==> src/rtl/ulpi_pkg.sv <==
// rtl/ulpi_pkg.sv - shared types and helpers for the ULPI PHY reset sequencer
//
// Contents:
//   seq_state_t      sequencer states (RESET_PHY, SETTLE, WAIT_DIR, RUN, FAULT)
//   ULPI_CLK_HZ      nominal ULPI PHY clock
//   cycles_from_us() converts a duration in microseconds to ULPI clock cycles
//   max3()           largest of three integers, used to size the down-counter
package ulpi_pkg;

    localparam int ULPI_CLK_HZ = 60_000_000;

    typedef enum logic [2:0] {
        RESET_PHY = 3'd0,
        SETTLE    = 3'd1,
        WAIT_DIR  = 3'd2,
        RUN       = 3'd3,
        FAULT     = 3'd4
    } seq_state_t;

    function automatic int cycles_from_us(input int us);
        return (ULPI_CLK_HZ / 1_000_000) * us;
    endfunction

    function automatic int max3(input int a, input int b, input int c);
        int m;
        m = (a > b) ? a : b;
        return (m > c) ? m : c;
    endfunction

endpackage

==> src/rtl/ulpi_phy_reset_seq_if.sv <==
// rtl/ulpi_phy_reset_seq_if.sv - link-side ULPI direction / drive-enable bundle
//
// Signals:
//   ulpi_dir_i      ULPI dir from the PHY
//   ulpi_data_oe_o  link may drive ulpi_data
//   turnaround_o    dir changed this cycle
// Modports:
//   slave   the sequencer (consumes dir, produces oe/turnaround)
//   master  the PHY side / environment (produces dir)
interface ulpi_phy_reset_seq_if;

    logic ulpi_dir_i;
    logic ulpi_data_oe_o;
    logic turnaround_o;

    modport slave (
        input  ulpi_dir_i,
        output ulpi_data_oe_o,
        output turnaround_o
    );

    modport master (
        output ulpi_dir_i,
        input  ulpi_data_oe_o,
        input  turnaround_o
    );

endinterface

==> src/rtl/ulpi_bus_turnaround.sv <==
// rtl/ulpi_bus_turnaround.sv - dir history register, turnaround flag and link drive enable
//
// Ports:
//   clk_i           ULPI PHY clock
//   rst_i           asynchronous active-high reset
//   ulpi_dir_i      ULPI dir from the PHY
//   core_rst_i      core reset; link never drives while it is high
//   turnaround_o    dir differs from its value at the previous edge (combinational)
//   ulpi_data_oe_o  link may drive ulpi_data (combinational)
module ulpi_bus_turnaround (
    input  logic clk_i,
    input  logic rst_i,
    input  logic ulpi_dir_i,
    input  logic core_rst_i,
    output logic turnaround_o,
    output logic ulpi_data_oe_o
);

    logic dir_q;
    logic dir_d;

    assign dir_d = ulpi_dir_i;

    // Resets to 1 so the link assumes the PHY owns the bus until proven otherwise.
    always_ff @(posedge clk_i or posedge rst_i) begin
        if (rst_i) begin
            dir_q <= 1'b1;
        end else begin
            dir_q <= dir_d;
        end
    end

    assign turnaround_o = ulpi_dir_i ^ dir_q;

    // Requiring dir_q low as well keeps the link off the bus for the
    // turnaround cycle right after the PHY releases it.
    assign ulpi_data_oe_o = !ulpi_dir_i && !dir_q && !core_rst_i;

endmodule

==> src/rtl/ulpi_phy_reset_seq.sv <==
// rtl/ulpi_phy_reset_seq.sv - ULPI PHY bring-up sequencer with dir qualification and turnaround tracking
//
// Optional feature macro: ULPI_RST_WATCHDOG_EN (WAIT_DIR timeout, retry counting, FAULT state).
// Without it the sequencer waits in WAIT_DIR indefinitely and fault_o / retry_count_o are 0.
//
// Ports:
//   clk_i          ULPI PHY clock (60 MHz)
//   rst_i          asynchronous active-high reset
//   soft_reset_i   single-cycle request to rerun the full sequence
//   ulpi           ulpi_phy_reset_seq_if.slave: ulpi_dir_i in, ulpi_data_oe_o / turnaround_o out
//   phy_reset_o    PHY reset, active level set by PHY_RST_ACTIVE_LOW
//   core_rst_o     active-high reset to the core
//   ready_o        sequencer in RUN
//   fault_o        retries exhausted
//   retry_count_o  attempts that timed out, saturating at 3
module ulpi_phy_reset_seq
    import ulpi_pkg::*;
#(
    parameter int PHY_RST_CYCLES     = cycles_from_us(1),
    parameter int SETTLE_CYCLES      = cycles_from_us(100),
    parameter int DIR_TIMEOUT        = cycles_from_us(1000),
    parameter int MAX_RETRIES        = 3,
    parameter int PHY_RST_ACTIVE_LOW = 0
) (
    input  logic                  clk_i,
    input  logic                  rst_i,
    input  logic                  soft_reset_i,
    ulpi_phy_reset_seq_if.slave   ulpi,
    output logic                  phy_reset_o,
    output logic                  core_rst_o,
    output logic                  ready_o,
    output logic                  fault_o,
    output logic [1:0]            retry_count_o
);

    localparam int CNT_MAX = max3(PHY_RST_CYCLES, SETTLE_CYCLES, DIR_TIMEOUT);
    localparam int CNT_W   = $clog2(CNT_MAX) + 1;

    localparam logic [CNT_W-1:0] PHY_LOAD    = CNT_W'(PHY_RST_CYCLES - 1);
    localparam logic [CNT_W-1:0] SETTLE_LOAD = CNT_W'(SETTLE_CYCLES - 1);
    localparam logic [CNT_W-1:0] DIR_LOAD    = CNT_W'(DIR_TIMEOUT - 1);

    seq_state_t       state_q, state_d;
    logic [CNT_W-1:0] cnt_q, cnt_d;
    logic             low_seen_q, low_seen_d;

    logic phy_reset_q, phy_reset_d;
    logic core_rst_q, core_rst_d;
    logic ready_q, ready_d;

`ifdef ULPI_RST_WATCHDOG_EN
    localparam int ATT_W = $clog2(MAX_RETRIES + 1);
    logic [ATT_W-1:0] att_q, att_d;
    logic             fault_q, fault_d;
`endif

    // State register; outputs are registered from the next state so they
    // change on the same edge as the state they describe.
    always_ff @(posedge clk_i or posedge rst_i) begin
        if (rst_i) begin
            state_q     <= RESET_PHY;
            cnt_q       <= PHY_LOAD;
            low_seen_q  <= 1'b0;
            phy_reset_q <= 1'b1;
            core_rst_q  <= 1'b1;
            ready_q     <= 1'b0;
`ifdef ULPI_RST_WATCHDOG_EN
            att_q       <= '0;
            fault_q     <= 1'b0;
`endif
        end else begin
            state_q     <= state_d;
            cnt_q       <= cnt_d;
            low_seen_q  <= low_seen_d;
            phy_reset_q <= phy_reset_d;
            core_rst_q  <= core_rst_d;
            ready_q     <= ready_d;
`ifdef ULPI_RST_WATCHDOG_EN
            att_q       <= att_d;
            fault_q     <= fault_d;
`endif
        end
    end

    // Next-state logic. The counter only decrements down to zero and is
    // reloaded on state entry, so it never wraps.
    always_comb begin
        state_d    = state_q;
        cnt_d      = (cnt_q != '0) ? cnt_q - 1'b1 : cnt_q;
        // Remembers that dir was low at the previous WAIT_DIR edge.
        low_seen_d = (state_q == WAIT_DIR) && !ulpi.ulpi_dir_i;
`ifdef ULPI_RST_WATCHDOG_EN
        att_d      = att_q;
`endif
        if (soft_reset_i) begin
            state_d = RESET_PHY;
            cnt_d   = PHY_LOAD;
`ifdef ULPI_RST_WATCHDOG_EN
            att_d   = '0;
`endif
        end else begin
            case (state_q)
                RESET_PHY: begin
                    if (cnt_q == '0) begin
                        state_d = SETTLE;
                        cnt_d   = SETTLE_LOAD;
                    end
                end
                SETTLE: begin
                    if (cnt_q == '0) begin
                        state_d = WAIT_DIR;
                        cnt_d   = DIR_LOAD;
                    end
                end
                WAIT_DIR: begin
                    // A qualified dir wins over a timeout on the same edge.
                    if (!ulpi.ulpi_dir_i && low_seen_q) begin
                        state_d = RUN;
                    end
`ifdef ULPI_RST_WATCHDOG_EN
                    else if (cnt_q == '0) begin
                        att_d = att_q + 1'b1;
                        if (int'(att_q) + 1 == MAX_RETRIES) begin
                            state_d = FAULT;
                        end else begin
                            state_d = RESET_PHY;
                            cnt_d   = PHY_LOAD;
                        end
                    end
`endif
                end
                RUN: begin
                    state_d = RUN;
                end
`ifdef ULPI_RST_WATCHDOG_EN
                FAULT: begin
                    state_d = FAULT;
                end
`endif
                default: begin
                    state_d = RESET_PHY;
                    cnt_d   = PHY_LOAD;
                end
            endcase
        end
    end

    // Output decode from the next state.
    always_comb begin
        phy_reset_d = (state_d == RESET_PHY) || (state_d == FAULT);
        core_rst_d  = (state_d != RUN);
        ready_d     = (state_d == RUN);
`ifdef ULPI_RST_WATCHDOG_EN
        fault_d     = (state_d == FAULT);
`endif
    end

    assign phy_reset_o = phy_reset_q ^ (PHY_RST_ACTIVE_LOW != 0);
    assign core_rst_o  = core_rst_q;
    assign ready_o     = ready_q;

`ifdef ULPI_RST_WATCHDOG_EN
    assign fault_o       = fault_q;
    assign retry_count_o = (int'(att_q) > 3) ? 2'd3 : 2'(att_q);
`else
    assign fault_o       = 1'b0;
    assign retry_count_o = 2'd0;
`endif

    ulpi_bus_turnaround u_turnaround (
        .clk_i          (clk_i),
        .rst_i          (rst_i),
        .ulpi_dir_i     (ulpi.ulpi_dir_i),
        .core_rst_i     (core_rst_q),
        .turnaround_o   (ulpi.turnaround_o),
        .ulpi_data_oe_o (ulpi.ulpi_data_oe_o)
    );

endmodule
==> src/flat_wrapper.sv <==
// flat-port wrapper written by rule: the top's interface ports become plain ports
module ulpi_phy_reset_seq_flat import ulpi_pkg::*;
#(
    parameter int PHY_RST_CYCLES     = cycles_from_us(1),
    parameter int SETTLE_CYCLES      = cycles_from_us(100),
    parameter int DIR_TIMEOUT        = cycles_from_us(1000),
    parameter int MAX_RETRIES        = 3,
    parameter int PHY_RST_ACTIVE_LOW = 0
)
  (clk_i, rst_i, soft_reset_i, phy_reset_o, core_rst_o, ready_o, fault_o, retry_count_o, ulpi_ulpi_dir_i, ulpi_ulpi_data_oe_o, ulpi_turnaround_o);
  ulpi_phy_reset_seq_if ulpi_i ();
  input  logic clk_i;
  input  logic rst_i;
  input  logic soft_reset_i;
  output logic phy_reset_o;
  output logic core_rst_o;
  output logic ready_o;
  output logic fault_o;
  output logic [1:0] retry_count_o;
  input wire logic [$bits(ulpi_i.ulpi_dir_i)-1:0] ulpi_ulpi_dir_i;
  output wire logic [$bits(ulpi_i.ulpi_data_oe_o)-1:0] ulpi_ulpi_data_oe_o;
  output wire logic [$bits(ulpi_i.turnaround_o)-1:0] ulpi_turnaround_o;
  assign ulpi_i.ulpi_dir_i = ulpi_ulpi_dir_i;
  assign ulpi_ulpi_data_oe_o = ulpi_i.ulpi_data_oe_o;
  assign ulpi_turnaround_o = ulpi_i.turnaround_o;
  ulpi_phy_reset_seq #(.PHY_RST_CYCLES(PHY_RST_CYCLES), .SETTLE_CYCLES(SETTLE_CYCLES), .DIR_TIMEOUT(DIR_TIMEOUT), .MAX_RETRIES(MAX_RETRIES), .PHY_RST_ACTIVE_LOW(PHY_RST_ACTIVE_LOW)) u_core (.clk_i(clk_i), .rst_i(rst_i), .soft_reset_i(soft_reset_i), .ulpi(ulpi_i), .phy_reset_o(phy_reset_o), .core_rst_o(core_rst_o), .ready_o(ready_o), .fault_o(fault_o), .retry_count_o(retry_count_o));
endmodule
==> config.mk <==
export PLATFORM = sky130hd
export DESIGN_NAME = ulpi_phy_reset_seq_flat
export DESIGN_NICKNAME = d
export VERILOG_FILES = /design/src/rtl/ulpi_pkg.sv /design/src/rtl/ulpi_phy_reset_seq_if.sv /design/src/rtl/ulpi_bus_turnaround.sv /design/src/rtl/ulpi_phy_reset_seq.sv /design/src/flat_wrapper.sv
export SDC_FILE = /design/constraint.sdc
export NUM_CORES = 1
export LEC_CHECK = 0
export CORE_UTILIZATION = 55
export CTS_BUF_LIST = sky130_fd_sc_hd__clkbuf_4
export CTS_CLUSTER_SIZE = 10
export DETAILED_ROUTE_END_ITERATION = 7
export PLACE_DENSITY = 0.8
export SLEW_MARGIN = 20
export SYNTH_ARGS = -nofsm -noshare
export SYNTH_HDL_FRONTEND = slang
export SYNTH_SLANG_ARGS = --single-unit
==> constraint.sdc <==
create_clock -name clk_i -period 4.35 [get_ports clk_i]
set_input_delay 0.87 -clock clk_i [delete_from_list [all_inputs] [get_ports clk_i]]
set_output_delay 0.87 -clock clk_i [all_outputs]
set_load 0.05 [all_outputs]
==> impl_metrics.py, run 1 <==
metrics = {
    "sta": {
        "fin_skew_ns": 0.00629,
        "fmax_ghz": 0.294,
        "setup_viol": 0,
        "fin_tns_setup_ns": 0,
        "fin_crit_ns": 3.40,
        "grt_setup_unrepaired": "false",
        "worstMarginPinSlew_ns": 0.914,
        "hold_violations": 0,
        "timing.slew.headroom_pct": 39.0,
        "drv_slew": 0,
        "post-route-period-util_pct": 78.1,
    },
    "finish": {
        "post-route-util_pct": 62.5,
        "drive_gt1_share_pct": 17.6,
        "fin_nets": 157,
        "fin_cells": 178,
        "fin_area_um2": 1540,
        "syn_to_final_growth_pct": 7.63,
        "multi_input_area_um2": 717,
        "seq_area_um2": 636,
        "n_antenna_cell": 0,
        "fill_cells": 204,
    },
    "placement": {
        "port_buffers": 8,
        "hpwl_mm": 1.96,
        "routabilityCongestion": 0.835,
        "dp_cells": 174,
        "dpl_cell_area_um2": 1510,
    },
    "setup_path": {
        "critPathRequiredTime_ns": 3.48,
        "path_max_fanout": 4,
        "r2r_slack_ns": 2.17,
        "critPathArrivalTime_ns": 2.53,
        "cp-start-kind": "input port",
        "rr_worst_depth": 9,
        "rr_startpoint": "u_core.cnt_q[0]",
        "end_kind": "output port",
        "crit_start": "ulpi_ulpi_dir_i",
        "timing.rr.end": "u_core.cnt_q[0]",
        "crit_type": "in2out",
        "cp-endpoint": "ulpi_turnaround_o",
    },
    "floorplan": {
        "start_util_pct": 58.1,
        "dieHeight_um": 52.9,
        "pin_count": 12,
        "placementRows": 18,
        "die_w_um": 52.9,
        "die_area_um2": 2800,
        "coreArea_um2": 2450,
    },
    "detailed_routing": {
        "wl_mm": 2.66,
        "drtPass1Iterations": 4,
        "wl_met3_um": 67,
        "vias_per_cell": 5.84,
        "drc_errors": 0,
        "vias": 1040,
        "routed.top_layer": "met4",
        "met1_length_mm": 1.25,
        "drtIter0Drc": 41,
        "ant_nets": 0,
        "wire_per_inst_um": 14.9,
        "wl_met2_mm": 1.28,
    },
    "power_and_ir_drop": {
        "p_leak_nw": 0.647,
        "p_switching_uw": 93.9,
        "power_frac_clock_pct": 28.4,
        "seqPwrFrac_pct": 63.7,
        "pwr_density_cell_nw_per_um2": 242,
        "peakVddDrop_mv": 0.210,
        "combPwrFrac_pct": 8.0,
        "cellInternalPower_uw": 278,
        "p_sw_share_pct": 25.2,
    },
    "global_routing": {
        "antenna_found_initial": 0,
        "grt_max_degree": 26,
        "grt_pass1_vias": 962,
        "grt_pass1_wl_mm": 4.51,
        "grt-ovfl-total": 0,
        "grt_usage_pct": 22.7,
    },
    "cts": {
        "ctsResizeCount": 0,
        "clk_path_buf_depth": 2,
        "htreeDepth": 1,
        "cts_setup_buffers": 0,
        "clk_latency_ns": 0.33,
        "cts_hold_buf": 0,
        "clockRootBuffer": "clkbuf_4",
        "cts_tree": "built",
        "clock_sinks": 25,
        "clk_pin_slew_ns": 0.14,
        "cts_made_buffers": 3,
    },
    "yosys": {
        "synthArstFlopShare_pct": 100,
        "synth_seq_cells": 25,
        "synth_cell_types": 46,
        "synth_edf_count": 0,
        "synthCells": 140,
        "yosys_warnings": 0,
        "synthesis.area_um2": 1430,
        "synthFlopType": "dfrtp_1",
        "syn_area_per_cell_um2": 10.2,
        "ys_seq_area_share_pct": 44.6,
    },
    "min_path": {
        "hold_path.class": "reg2reg",
    },
    "flow_run": {
        "drv_cap": 0,
    },
    "outcome": {
        "status": "finished, final reports clean",
    },
}
## cell families after synthesis
kind of cell	count (synthesis)	synth area share, %
compound gates	27	12.9
xor+xnor	8	4.91
fa+ha+maj	4	3.51
buf+inv	17	5.96
flops	25	44.6
mux	3	2.11
other cells	1	0.263
simple gates	55	25.8
## layout make-up
cell class,instances,area share [%]
Clock buffer,3,1.47
Tap cell,30,2.44
Inverter,10,2.44
Multi-Input combinational cell,101,46.7
Sequential cell,25,41.4
Clock inverter,1,0.326
Timing Repair Buffer,8,5.22
## critical path, cell delays in order
cell and delay (ns):
clkdlybuf4s50_1 0.52, inv_1 0.06, ha_1 0.27, clkdlybuf4s50_1 0.80
## worst min-delay path by stage
stage | startpoint | to | cells after the start
global route | u_core.state_q[2] | u_core.low_seen_q | 1
detailed placement | u_core.state_q[2] | u_core.low_seen_q | 1
global placement | u_core.state_q[2] | u_core.low_seen_q | 1
finish | u_core.state_q[2] | u_core.low_seen_q | 1
floorplan | u_core.state_q[2] | u_core.low_seen_q | 1
CTS | u_core.state_q[2] | u_core.low_seen_q | 1
## metal layers
metal  up-vias  global-route usage, %
met5         -                      0
met4         0                   12.7
met3         4                   2.59
met2        20                   34.6
met1       513                   31.0
li1        503                      -
## cell usage in the layout, fill, tap and decap left out, drive strengths merged, types with 2 or more instances in the layout
cell type,synthesis,routed
clkdlybuf4s50,0,8
nand2,5,5
nand2b,5,5
a211oi,5,5
and2,2,2
ha,4,4
dfrtp,17,17
and3,2,2
nor4,5,5
o31ai,2,2
conb,1,4
xnor2,7,7
nand3,2,2
nor2b,4,4
o21ai,5,5
dfstp,8,8
clkbuf,0,3
inv,10,10
or4,2,2
or2,3,3
a21oi,9,9
mux2i,3,3
nor2,10,10
nor3,13,13
## synth_stat cells (4+ instances only)
cell type	n	area share, %
nand2_1	5	1.3
nor2_1	10	2.6
a21oi_1	9	3.2
nor3_1	10	3.5
a211oi_1	5	2.6
dfstp_2	8	15
dfrtp_1	17	30
ha_1	4	3.5
xnor2_1	7	4.3
nor2b_1	4	1.8
nand2b_1	5	2.2
inv_1	9	2.4
## sequential cells by signal, summed over array words and instances, names as in the netlist
signal / cells
u_core.cnt_q: 17
u_core.state_q: 3
u_core.core_rst_o: 1
u_core.low_seen_q: 1
u_core.phy_reset_o: 1
u_core.ready_o: 1
u_core.u_turnaround.dir_q: 1
## metrics by stage
step	hold slack (ns)	total power, mW	setup slack (ns)
floorplan	0.422	0.265	1.74
global placement	0.438	0.270	0.982
detailed placement	0.440	0.271	0.938
CTS	0.460	0.377	0.938
global route	0.503	0.387	0.890
finish	0.460	0.372	0.952
## power by group through the flow
| stage | logic [mW] | registers, mW | clock network [mW] |
|---|---|---|---|
| finish | 0.0296 | 0.237 | 0.106 |
| global route | 0.0329 | 0.237 | 0.116 |
| CTS | 0.0302 | 0.237 | 0.110 |
| detailed placement | 0.0301 | 0.241 | 0 |
| global placement | 0.0290 | 0.241 | 0 |
| floorplan | 0.0242 | 0.241 | 0 |
Power figures use the tool's default switching activity.
==> inputs of run 2 (changes only) <==
--- a/config.mk
+++ b/config.mk
@@ -5,11 +5,11 @@
 export SDC_FILE = /design/constraint.sdc
 export NUM_CORES = 1
 export LEC_CHECK = 0
-export CORE_UTILIZATION = 55
+export CORE_UTILIZATION = 53
 export CTS_BUF_LIST = sky130_fd_sc_hd__clkbuf_4
 export CTS_CLUSTER_SIZE = 10
 export DETAILED_ROUTE_END_ITERATION = 7
-export PLACE_DENSITY = 0.8
+export PLACE_DENSITY = 0.81
 export SLEW_MARGIN = 20
 export SYNTH_ARGS = -nofsm -noshare
 export SYNTH_HDL_FRONTEND = slang
==> constraint.sdc (replaced) <==
create_clock -name clk_i -period 3.1 [get_ports clk_i]
set_input_delay 0.62 -clock clk_i [delete_from_list [all_inputs] [get_ports clk_i]]
set_output_delay 0.62 -clock clk_i [all_outputs]
set_load 0.05 [all_outputs]
==> run 2 against run 1 <==
  * Routed wire length fell by 3.8%
  * Sequential share of layout area rose by 0.068 points
  * First-iteration DRC count fell by 34%
  * Via count fell by 2.5%
  * Critical path depth rose by 1
  * Critical endpoint is now ulpi_ulpi_data_oe_o
==> impl_metrics.py, run 2 (synthesis gave the netlist of run 1 again) <==
metrics = {
    "outcome": {
        "status": "finished, final reports clean",
    },
    "power_and_ir_drop": {
        "pwr_density_cell_nw_per_um2": 343,
        "p_leak_nw": 0.651,
        "power_uw": 526,
        "peakVddDrop_mv": 0.256,
    },
    "cts": {
        "cts_made_buffers": 3,
        "clk_pin_slew_ns": 0.12,
        "cts_hold_buf": 0,
        "clock_sinks": 25,
        "clk_latency_ns": 0.31,
        "htreeDepth": 1,
        "clockRootBuffer": "clkbuf_4",
        "cts_setup_buffers": 0,
        "ctsResizeCount": 0,
        "cts_tree": "built",
        "clk_path_buf_depth": 2,
    },
    "setup_path": {
        "slowest_delay_ns": 0.52,
        "crit_type": "in2out",
        "critPathArrivalTime_ns": 1.68,
        "crit_slowest_cell": "clkdlybuf4s50_1",
        "worstPathCellList": "clkdlybuf4s50_1 > inv_1 > ha_1 > nor2b_1 > buf_4",
        "cp.buffers_inverters": 3,
        "path_delay_family": "buffers and inverters",
        "path_max_fanout": 4,
        "rr_startpoint": "u_core.cnt_q[0]",
        "timing.rr.end": "u_core.cnt_q[0]",
        "cp-start-kind": "input port",
        "crit_start": "ulpi_ulpi_dir_i",
        "r2r_slack_ns": 0.98,
        "rr_worst_depth": 9,
        "critPathRequiredTime_ns": 2.48,
        "end_kind": "output port",
    },
    "finish": {
        "drive_gt1_share_pct": 18.9,
        "final_common_cell": "dfrtp_1",
        "largest_reg_flops": 17,
        "n_antenna_cell": 0,
        "syn_to_final_growth_pct": 7.46,
        "fin_nets": 157,
        "fill_cells": 203,
        "final_cell_mix": "17 x dfrtp_1, 10 x nor2_1, 10 x nor3_1",
        "top_regs": "u_core.cnt_q: 17 flops, u_core.state_q: 3 flops",
        "largest-register": "u_core.cnt_q",
    },
    "flow_run": {
        "drv_cap": 0,
    },
    "sta": {
        "hold_slack_ns": 0.456,
        "grt_setup_unrepaired": "false",
        "hold_violations": 0,
        "fmax_ghz": 0.434,
        "worstMarginPinSlew_ns": 0.966,
        "post-route-period-util_pct": 74.3,
        "setup_viol": 0,
        "fin_skew_ns": 0.00697,
        "fin_crit_ns": 2.30,
        "drv_slew": 0,
        "fin_tns_setup_ns": 0,
        "worst_slack_ns": 0.797,
        "timing.slew.headroom_pct": 35.5,
    },
    "floorplan": {
        "pin_count": 12,
        "die_area_um2": 2900,
        "start_util_pct": 57.1,
        "placementRows": 18,
        "die_w_um": 53.9,
        "dieHeight_um": 53.9,
        "coreArea_um2": 2500,
    },
    "detailed_routing": {
        "wire_per_inst_um": 14.4,
        "ant_nets": 0,
        "drtIter0Drc": 27,
        "wl_mm": 2.56,
        "vias_per_cell": 5.70,
        "drc_errors": 0,
        "drtPass1Iterations": 4,
        "vias": 1014,
    },
    "global_routing": {
        "antenna_found_initial": 0,
        "grt_pass1_vias": 995,
        "grt-ovfl-total": 0,
        "grt_pass1_wl_mm": 4.36,
        "grt_max_degree": 26,
        "grt_usage_pct": 21.0,
    },
    "placement": {
        "post-place-ws_ns": 0.791,
        "hpwl_mm": 1.91,
        "routabilityCongestion": 0.812,
        "port_buffers": 8,
    },
    "min_path": {
        "hold_depth": 1,
        "holdCritStartpoint": "u_core.state_q[2]",
        "hold_path.class": "reg2reg",
        "min_to": "u_core.low_seen_q",
    },
}
-- run 2: changes by cell type in the layout (fill, tap and decap cells not counted), sizes merged --
cell / change
buf: +2
clkbuf: +1
clkdlybuf4s50: -2
clkinv: -1
-- run 2: where the power goes --
| group | switching [mW] | internal (mW) |
|---|---|---|
| clock network | 0.0935 | 0.0590 |
| registers | 0.00161 | 0.331 |
| logic | 0.0303 | 0.0106 |
-- run 2: layout make-up --
| cell class | instances | area [um^2] | share of cell area, % |
|---|---|---|---|
| multi-input cells | 101 | 717 | 46.8 |
| flip-flops and latches | 25 | 636 | 41.5 |
| repair buffers | 8 | 75.1 | 4.90 |
| inverters | 10 | 37.5 | 2.45 |
| well taps | 30 | 37.5 | 2.45 |
| clock buffers | 4 | 30.0 | 1.96 |
-- run 2: metal layers --
metal | vias up | track usage (%) | share of wire, % | routed length (um)
met5 | - | 0 | 0 | 0
met2 | 19 | 34.2 | 47 | 1210
li1 | 507 | - | - | -
met4 | 0 | 8.77 | 1.3 | 34
met1 | 483 | 27.9 | 48 | 1240
met3 | 5 | 2.54 | 3.0 | 77
-- run 2: how the worst max path moves through the flow --
stage,endpoint,slack (ns),cells after the start
2_1_floorplan,ulpi_ulpi_data_oe_o,0.99,3
3_3_place_gp,ulpi_ulpi_data_oe_o,0.81,5
3_5_place_dp,ulpi_ulpi_data_oe_o,0.79,5
4_1_cts,ulpi_ulpi_data_oe_o,0.79,5
5_1_grt,ulpi_ulpi_data_oe_o,0.69,5
6_report,ulpi_ulpi_data_oe_o,0.80,5
-- run 2: through the flow --
step	util, %	area [um^2]	std cells
after floorplan	-	1440	143
after global placement	60.1	1500	174
after detailed placement	60.1	1500	174
after CTS	61.3	1530	178
after global routing	61.3	1530	178
final	61.3	1530	178
